### src/rtl/mod_seq.sv
// mod_seq: sequencer that issues jobs to the mod engine and returns tagged results
// clk, rst_n           : clock, async active-low reset
// req_*                : job request channel (valid/ready, a, b, tag)
// rsp_*                : result channel (valid/ready, res, tag, err 0=ok 1=div0 2=timeout)
// mod_start/a/b        : engine start pulse and operands; mod_res/mod_valid from engine
// busy                 : not idle; done_cnt/err_cnt : handed-off responses / errored responses
module mod_seq #(
  parameter int W       = 128,
  parameter int TAGW    = 4,
  parameter int TIMEOUT = 1024,
  parameter int CNTW    = 32
) (
  input  logic            clk,
  input  logic            rst_n,
  input  logic            req_valid,
  output logic            req_ready,
  input  logic [W-1:0]    req_a,
  input  logic [W-1:0]    req_b,
  input  logic [TAGW-1:0] req_tag,
  output logic            rsp_valid,
  input  logic            rsp_ready,
  output logic [W-1:0]    rsp_res,
  output logic [TAGW-1:0] rsp_tag,
  output logic [1:0]      rsp_err,
  output logic            mod_start,
  output logic [W-1:0]    mod_a,
  output logic [W-1:0]    mod_b,
  input  logic [W-1:0]    mod_res,
  input  logic            mod_valid,
  output logic            busy,
  output logic [CNTW-1:0] done_cnt,
  output logic [CNTW-1:0] err_cnt
);
  localparam int TW = $clog2(TIMEOUT);
  typedef enum logic [1:0] {IDLE, ISSUE, WAIT, RESP} state_t;
  state_t state, state_n;
  logic [TW-1:0] cnt;
  logic          expired;
  // cnt counts cycles since ISSUE, so a timeout lands TIMEOUT cycles after the start pulse
  assign expired   = cnt == TW'(TIMEOUT - 1);
  assign req_ready = state == IDLE;
  assign busy      = state != IDLE;
  always_comb begin
    state_n = state;
    case (state)
      IDLE:  state_n = !req_valid ? IDLE : (req_b == '0 ? RESP : ISSUE);
      ISSUE: state_n = WAIT;
      WAIT:  state_n = (mod_valid || expired) ? RESP : WAIT;
      RESP:  state_n = rsp_ready ? IDLE : RESP;
    endcase
  end
  always_ff @(posedge clk or negedge rst_n) begin
    if (!rst_n) begin
      state     <= IDLE;
      cnt       <= '0;
      mod_start <= 1'b0;
      mod_a     <= '0;
      mod_b     <= '0;
      rsp_valid <= 1'b0;
      rsp_res   <= '0;
      rsp_tag   <= '0;
      rsp_err   <= 2'd0;
      done_cnt  <= '0;
      err_cnt   <= '0;
    end else begin
      state     <= state_n;
      cnt       <= (state == ISSUE || state == WAIT) ? cnt + 1'b1 : '0;
      mod_start <= state_n == ISSUE;
      rsp_valid <= state_n == RESP;
      if (state == IDLE && req_valid) begin
        rsp_tag <= req_tag;
        if (req_b == '0) begin
          rsp_res <= '0;
          rsp_err <= 2'd1;
        end else begin
          mod_a <= req_a;
          mod_b <= req_b;
        end
      end
      // a result arriving on the last wait cycle wins over the timeout
      if (state == WAIT && mod_valid) begin
        rsp_res <= mod_res;
        rsp_err <= 2'd0;
      end else if (state == WAIT && expired) begin
        rsp_res <= '0;
        rsp_err <= 2'd2;
      end
      if (state == RESP && rsp_ready) begin
        done_cnt <= done_cnt + 1'b1;
        err_cnt  <= err_cnt + CNTW'(rsp_err != 2'd0);
      end
    end
  end
endmodule

### config.mk
export PLATFORM = sky130hd
export DESIGN_NAME = mod_seq
export DESIGN_NICKNAME = d
export VERILOG_FILES = /design/src/rtl/mod_seq.sv
export SDC_FILE = /design/constraint.sdc
export NUM_CORES = 1
export LEC_CHECK = 0
export CORE_AREA = 3 3 331 333
export CTS_BUF_LIST = sky130_fd_sc_hd__clkbuf_4
export DETAILED_ROUTE_END_ITERATION = 8
export DIE_AREA = 0 0 334 336
export GPL_ROUTABILITY_DRIVEN = 0
export GPL_TIMING_DRIVEN = 0
export SETUP_SLACK_MARGIN = 0.3
export SLEW_MARGIN = 20
export SYNTH_ARGS = -nofsm -noshare
export SYNTH_HDL_FRONTEND = slang
export SYNTH_SLANG_ARGS = --single-unit
### constraint.sdc
create_clock -name clk -period 2.4 [get_ports clk]
set_input_delay 0.6 -clock clk [delete_from_list [all_inputs] [get_ports clk]]
set_output_delay 0.6 -clock clk [all_outputs]
set_load 0.02 [all_outputs]
Yosys cells after proc, flatten, opt, wreduce, memory -nomap -nowiden --
Cells that the tools add are included.
Word-level totals: bits in registers 468, latch bits 0, memory bits (writable) 0, bits in read-only memories 0, input port bits 393, output and inout bits 458, logic and storage cells 49, memories kept 0
Cells by class: add/subtract/negate cells 3, multiply operators 0, div/mod/pow operators 0, order comparisons 0, equal/unequal tests 6, shifts and indexed selects 0, mux-type cells 14, bitwise operators 1, reduce and logical (&&, ||, !) cells 14
Operator list (number):
- two-way mux 128 bit | 4
- logical NOT 128 bit | 1
- adder 32 x 1 -> 32 bit | 1
- adder 32 x 1 -> 32 bit (second input constant) | 1
- two-way mux 2 bit | 7
- adder 10 x 1 -> 10 bit (second input constant) | 1
- == test 10 bit (second input constant) | 1
- two-way mux 10 bit | 1
- one-hot mux 2 bit (4 select lines) | 1
- == test 2 bit (second input constant) | 3
- nonzero test 3 bit | 2
- == test 2 x 1 -> 1 bit (second input constant) | 2
- logical AND 1 bit | 4
- AND reduction 2 bit | 2
- nonzero test 2 bit | 2
- logical NOT 2 bit | 1
- logical OR 1 bit | 2
- two-way mux 1 bit | 1
- inverter 1 bit | 1

Longest topological paths before layout --
depth in word-level cells 5, gate-level depth with buffers 11, gate-level depth less buffers 8

Worst setup path after synthesis --
No wires, ideal clock.
path type flip-flop to flip-flop, start register state[0], end register mod_a[0], data arrival time 2.302 ns, path slack -0.027 ns, stages on the path, launching flop included 11, buffers on the path 3, cell sequence dfrtp_1 inv_1 ha_1 and2_1 buf_2 nand2_1 nor4_4 a311oi_4 buf_6 buf_6 mux2_4
On the way: cells in the longest elaborated chain, start to end 3
Ends and longest elaborated chain:
- start: declaration | RTL line 36 | state_t state, state_n;
- start signal: assignment | RTL line 66 | state <= state_n;
- logical NOT 2 bit
- via req_ready | RTL line 16 | output logic req_ready,
- logical AND 1 bit | RTL line 70 | if (state == IDLE && req_valid) begin
- AND reduction 2 bit (no source line)
- end signal: assignment | RTL line 76 | mod_a <= req_a;
- end: declaration | RTL line 26 | output logic [W-1:0] mod_a,
The timed path passes the listed nets, and every way through them passes these cells. A chain may end at the register's enable or synchronous reset.

Worst setup path after layout --
start input req_b[41], end register mod_a[60]
On the way: cells in the longest elaborated chain, start to end 3
Ends and longest elaborated chain:
- start: declaration | RTL line 18 | input logic [W-1:0] req_b,
- logical NOT 128 bit | RTL line 72 | if (req_b == '0) begin
- inverter 1 bit (no source line)
- AND reduction 2 bit (no source line)
Every way passes these cells.

==> results.cfg <==
[floorplanning]
core_mm2 = 0.107
io_pins = 851
rows = 120
dieHeight_um = 336
fp.dieW_um = 334
dieArea_mm2 = 0.112
start_util = 0.184

[timing]
max_freq_ghz = 0.356
hold_viol = 0
fin_ws_ns = -0.406
skew_ns = 0.0525
setup_viol = 386
fin_crit_ns = 2.81
fin_crit_sh = 1.17
relSlewSlack = 0.546
rsz0062_at_grt = true
final-max-slew-violation-count = 0
whs_ns = 0.204
worst_pin_slew_ns = 0.675

[drt]
wirelength_um = 96500
ant_nets = 0
wl_per_cell_um = 21.8
dr_total_vias = 18359
vias_per_cell = 4.14
drt_iter0_markers = 913
drcViolationCount = 0
dr.pass1.iters = 7

[setup_path]
ff2ff_setup_slack_ns = -0.26
critPathKind = in2reg
r2r-end = mod_a[116]
cp_data_required_time_ns = 3.23
worstReg2RegStart = state[0]
worstPathMaxFanout = 9
end_kind = flip-flop
cp_data_arrival_time_ns = 3.64
cp-start-kind = input port
reg2reg_depth = 13

[clock_tree]
numCtsBuffers = 144
clock-sinks = 468
cts_tree = yes
clockBufferDepth = 3
clk-insertion-delay-late_ns = 0.96
clk_pin_slew_worst_paths_ns = 0.06
cts_htree_levels = 4
clockRootBuffer = clkbuf_4

[synth]
ys_types = 34
synth.yosys.seq_area_share = 0.594
synth.ff_latch_count = 468
syn_area_per_cell_um2 = 13.2
syn_nets = 1898
netlist_instances = 1497
synth_area_mm2 = 0.0197
yosys_warnings = 0

[hold_path]
worstHoldStart = mod_res[124]
min_path_type = in2reg
hold_end = rsp_res[124]
holdPathStages = 3

[placement]
dp_slack_ns = -1.30
dp_hpwl_um = 67400
port_buffers = 850
place_area_mm2 = 0.0303

[global_route]
grt_pass1_wl_um = 126000
grt_pass1_vias = 17947
grt-ovfl-total = 0
grt_use_total = 0.155
antenna_found_initial = 30
grt_max_degree = 90

[pwr]
p_per_area_mw_per_mm2 = 1260
power_leakage_uw = 0.0175
ir_drop_mv = 0.842

[job]
maxCapViolations = 0

[final_layout]
fin_area_mm2 = 0.0381
fin_nets = 3310
syn_to_final_growth_pct = 93.5
drive_gt1_frac = 0.508

[outcome]
failed_checks = setup timing
outcome = finished with violations
==> layout by cell type, fill, tap and decap left out, types with 11 or more instances in the layout <==
cell / netlist / routed
clkbuf_1: 40 / 19
clkbuf_2: 0 / 11
diode_2: 0 / 16
buf_4: 0 / 249
dfrtp_2: 0 / 36
dfrtp_1: 468 / 432
and3_1: 13 / 12
xnor2_1: 35 / 35
o21ai_2: 0 / 117
nand4_1: 22 / 22
nand2_1: 167 / 165
clkinv_1: 0 / 27
nor4_1: 32 / 28
xor2_1: 30 / 30
clkdlybuf4s50_1: 0 / 391
dlygate4sd3_1: 0 / 84
buf_12: 0 / 39
clkbuf_4: 0 / 210
o21ai_0: 132 / 14
buf_16: 0 / 24
buf_8: 1 / 14
clkbuf_16: 0 / 29
mux2_4: 229 / 239
mux2_2: 31 / 21
nor2_1: 28 / 22
nand3_1: 155 / 154
buf_6: 26 / 482
==> worst max path at each step <==
stage	start	end	slack [ns]	depth (start not counted)
global placement	rst_n	mod_b[16]	-22.04	1
finish	req_b[41]	mod_a[60]	-0.41	10
global route	state[0]	mod_a[116]	-0.39	13
CTS	state[1]	busy	-0.39	4
floorplan	req_b[76]	mod_a[0]	0.13	7
detailed placement	req_b[109]	mod_a[69]	-1.30	8
==> registers in the layout, summed over array words and instances (netlist names) <==
name       count
rsp_valid      1
done_cnt      32
err_cnt       32
rsp_tag        4
mod_a        128
rsp_err        2
mod_start      1
state          2
cnt           10
mod_b        128
rsp_res      128
==> final cells by class <==
type	instances	area [um^2]
well taps	1403	1760
multi-input cells	929	8080
clock buffers	210	1580
clock inverters	43	274
fillers	10443	68800
plain buffers	90	1040
inverters	10	40.0
diodes	16	40.0
repair buffers	1266	13600
flip-flops and latches	468	11800
==> cells by family (layout without fill, tap and decap cells) <==
logic type / after synthesis / after routing / synth area share
AO/OA/AOI/OAI: 141 / 141 / 0.0384
XOR/XNOR: 65 / 65 / 0.0289
adder cells (fa/ha/maj): 8 / 8 / 0.00508
buffers and inverters: 100 / 1619 / 0.0305
flip-flops: 468 / 468 / 0.594
multiplexers: 260 / 260 / 0.192
other: 0 / 16 / 0
AND/OR/NAND/NOR: 455 / 455 / 0.111
==> metrics by stage <==
step	utilization	setup TNS [ns]	power, uW	std cells
2_1_floorplan	-	0	23400	1497
3_5_place_dp	0.284	-479.71	33600	3755
3_3_place_gp	0.282	-	33500	3750
4_1_cts	0.315	-193.98	42600	4132
5_1_grt	0.357	-88.36	50200	4427
6_report	0.357	-93.01	48000	4435
==> per-layer routing <==
layer | vias to the layer above | GRT usage | share of wire
met5 | - | 0 | 0.0013
met4 | 18 | 0.0637 | 0.042
met3 | 251 | 0.0689 | 0.093
met2 | 832 | 0.249 | 0.48
met1 | 9077 | 0.181 | 0.39
li1 | 8181 | - | -
==> where the power goes <==
part | leakage [uW] | internal [uW] | switching, uW
Clock | 0.00110 | 4340 | 3880
Combinational | 0.0107 | 14800 | 11000
Sequential | 0.00570 | 11300 | 2720
Total | 0.0175 | 30400 | 17600
==> worst max-delay path: stages <==
cell and delay (ns):
clkdlybuf4s50_1 0.43, nor4_1 0.52, nand4_1 0.35, nor3_1 0.55, a311oi_4 0.19, buf_12 0.20
buf_16 0.17, buf_12 0.15, buf_16 0.13, mux2_4 0.30
==> timing repair <==
item / in CTS / in global routing
gates resized for setup: 500 / 2614
hold buffers: 85 / 0
buffers inserted: 27 / 255
cloned: 12 / 32
pin swaps: 3 / 81
endpoints found under the setup margin: 881 / 977
hold endpoints to repair: 224 / 0
==> cell usage after synthesis <==
cell type	number	area [um^2]
nand4_1	22	138
nand2_1	167	627
or4_1	1	7.51
or3_1	9	56.3
buf_6	26	293
a32oi_2	1	16.3
nor4_4	1	21.3
nor3_1	8	40.0
and3_1	13	81.3
xor2_1	30	263
inv_1	10	37.5
nand3_1	155	776
ha_1	8	100
and2_1	8	50.1
o21a_1	1	7.51
dfrtp_1	468	11700
or2_2	2	12.5
a21boi_0	4	30.0
o211a_1	1	10.0
clkbuf_1	40	150
nor2b_1	2	12.5
buf_1	8	30.0
o21ai_0	132	661
mux2_4	229	3440
a311oi_4	1	26.3
or4b_1	1	10.0
mux2_2	31	349
o22ai_1	1	6.26
nor4_1	32	200
nor2_1	28	105
xnor2_1	35	307
buf_8	1	15.0
buf_2	15	75.1
and4_1	6	52.6
Power figures use the tool's default switching activity.
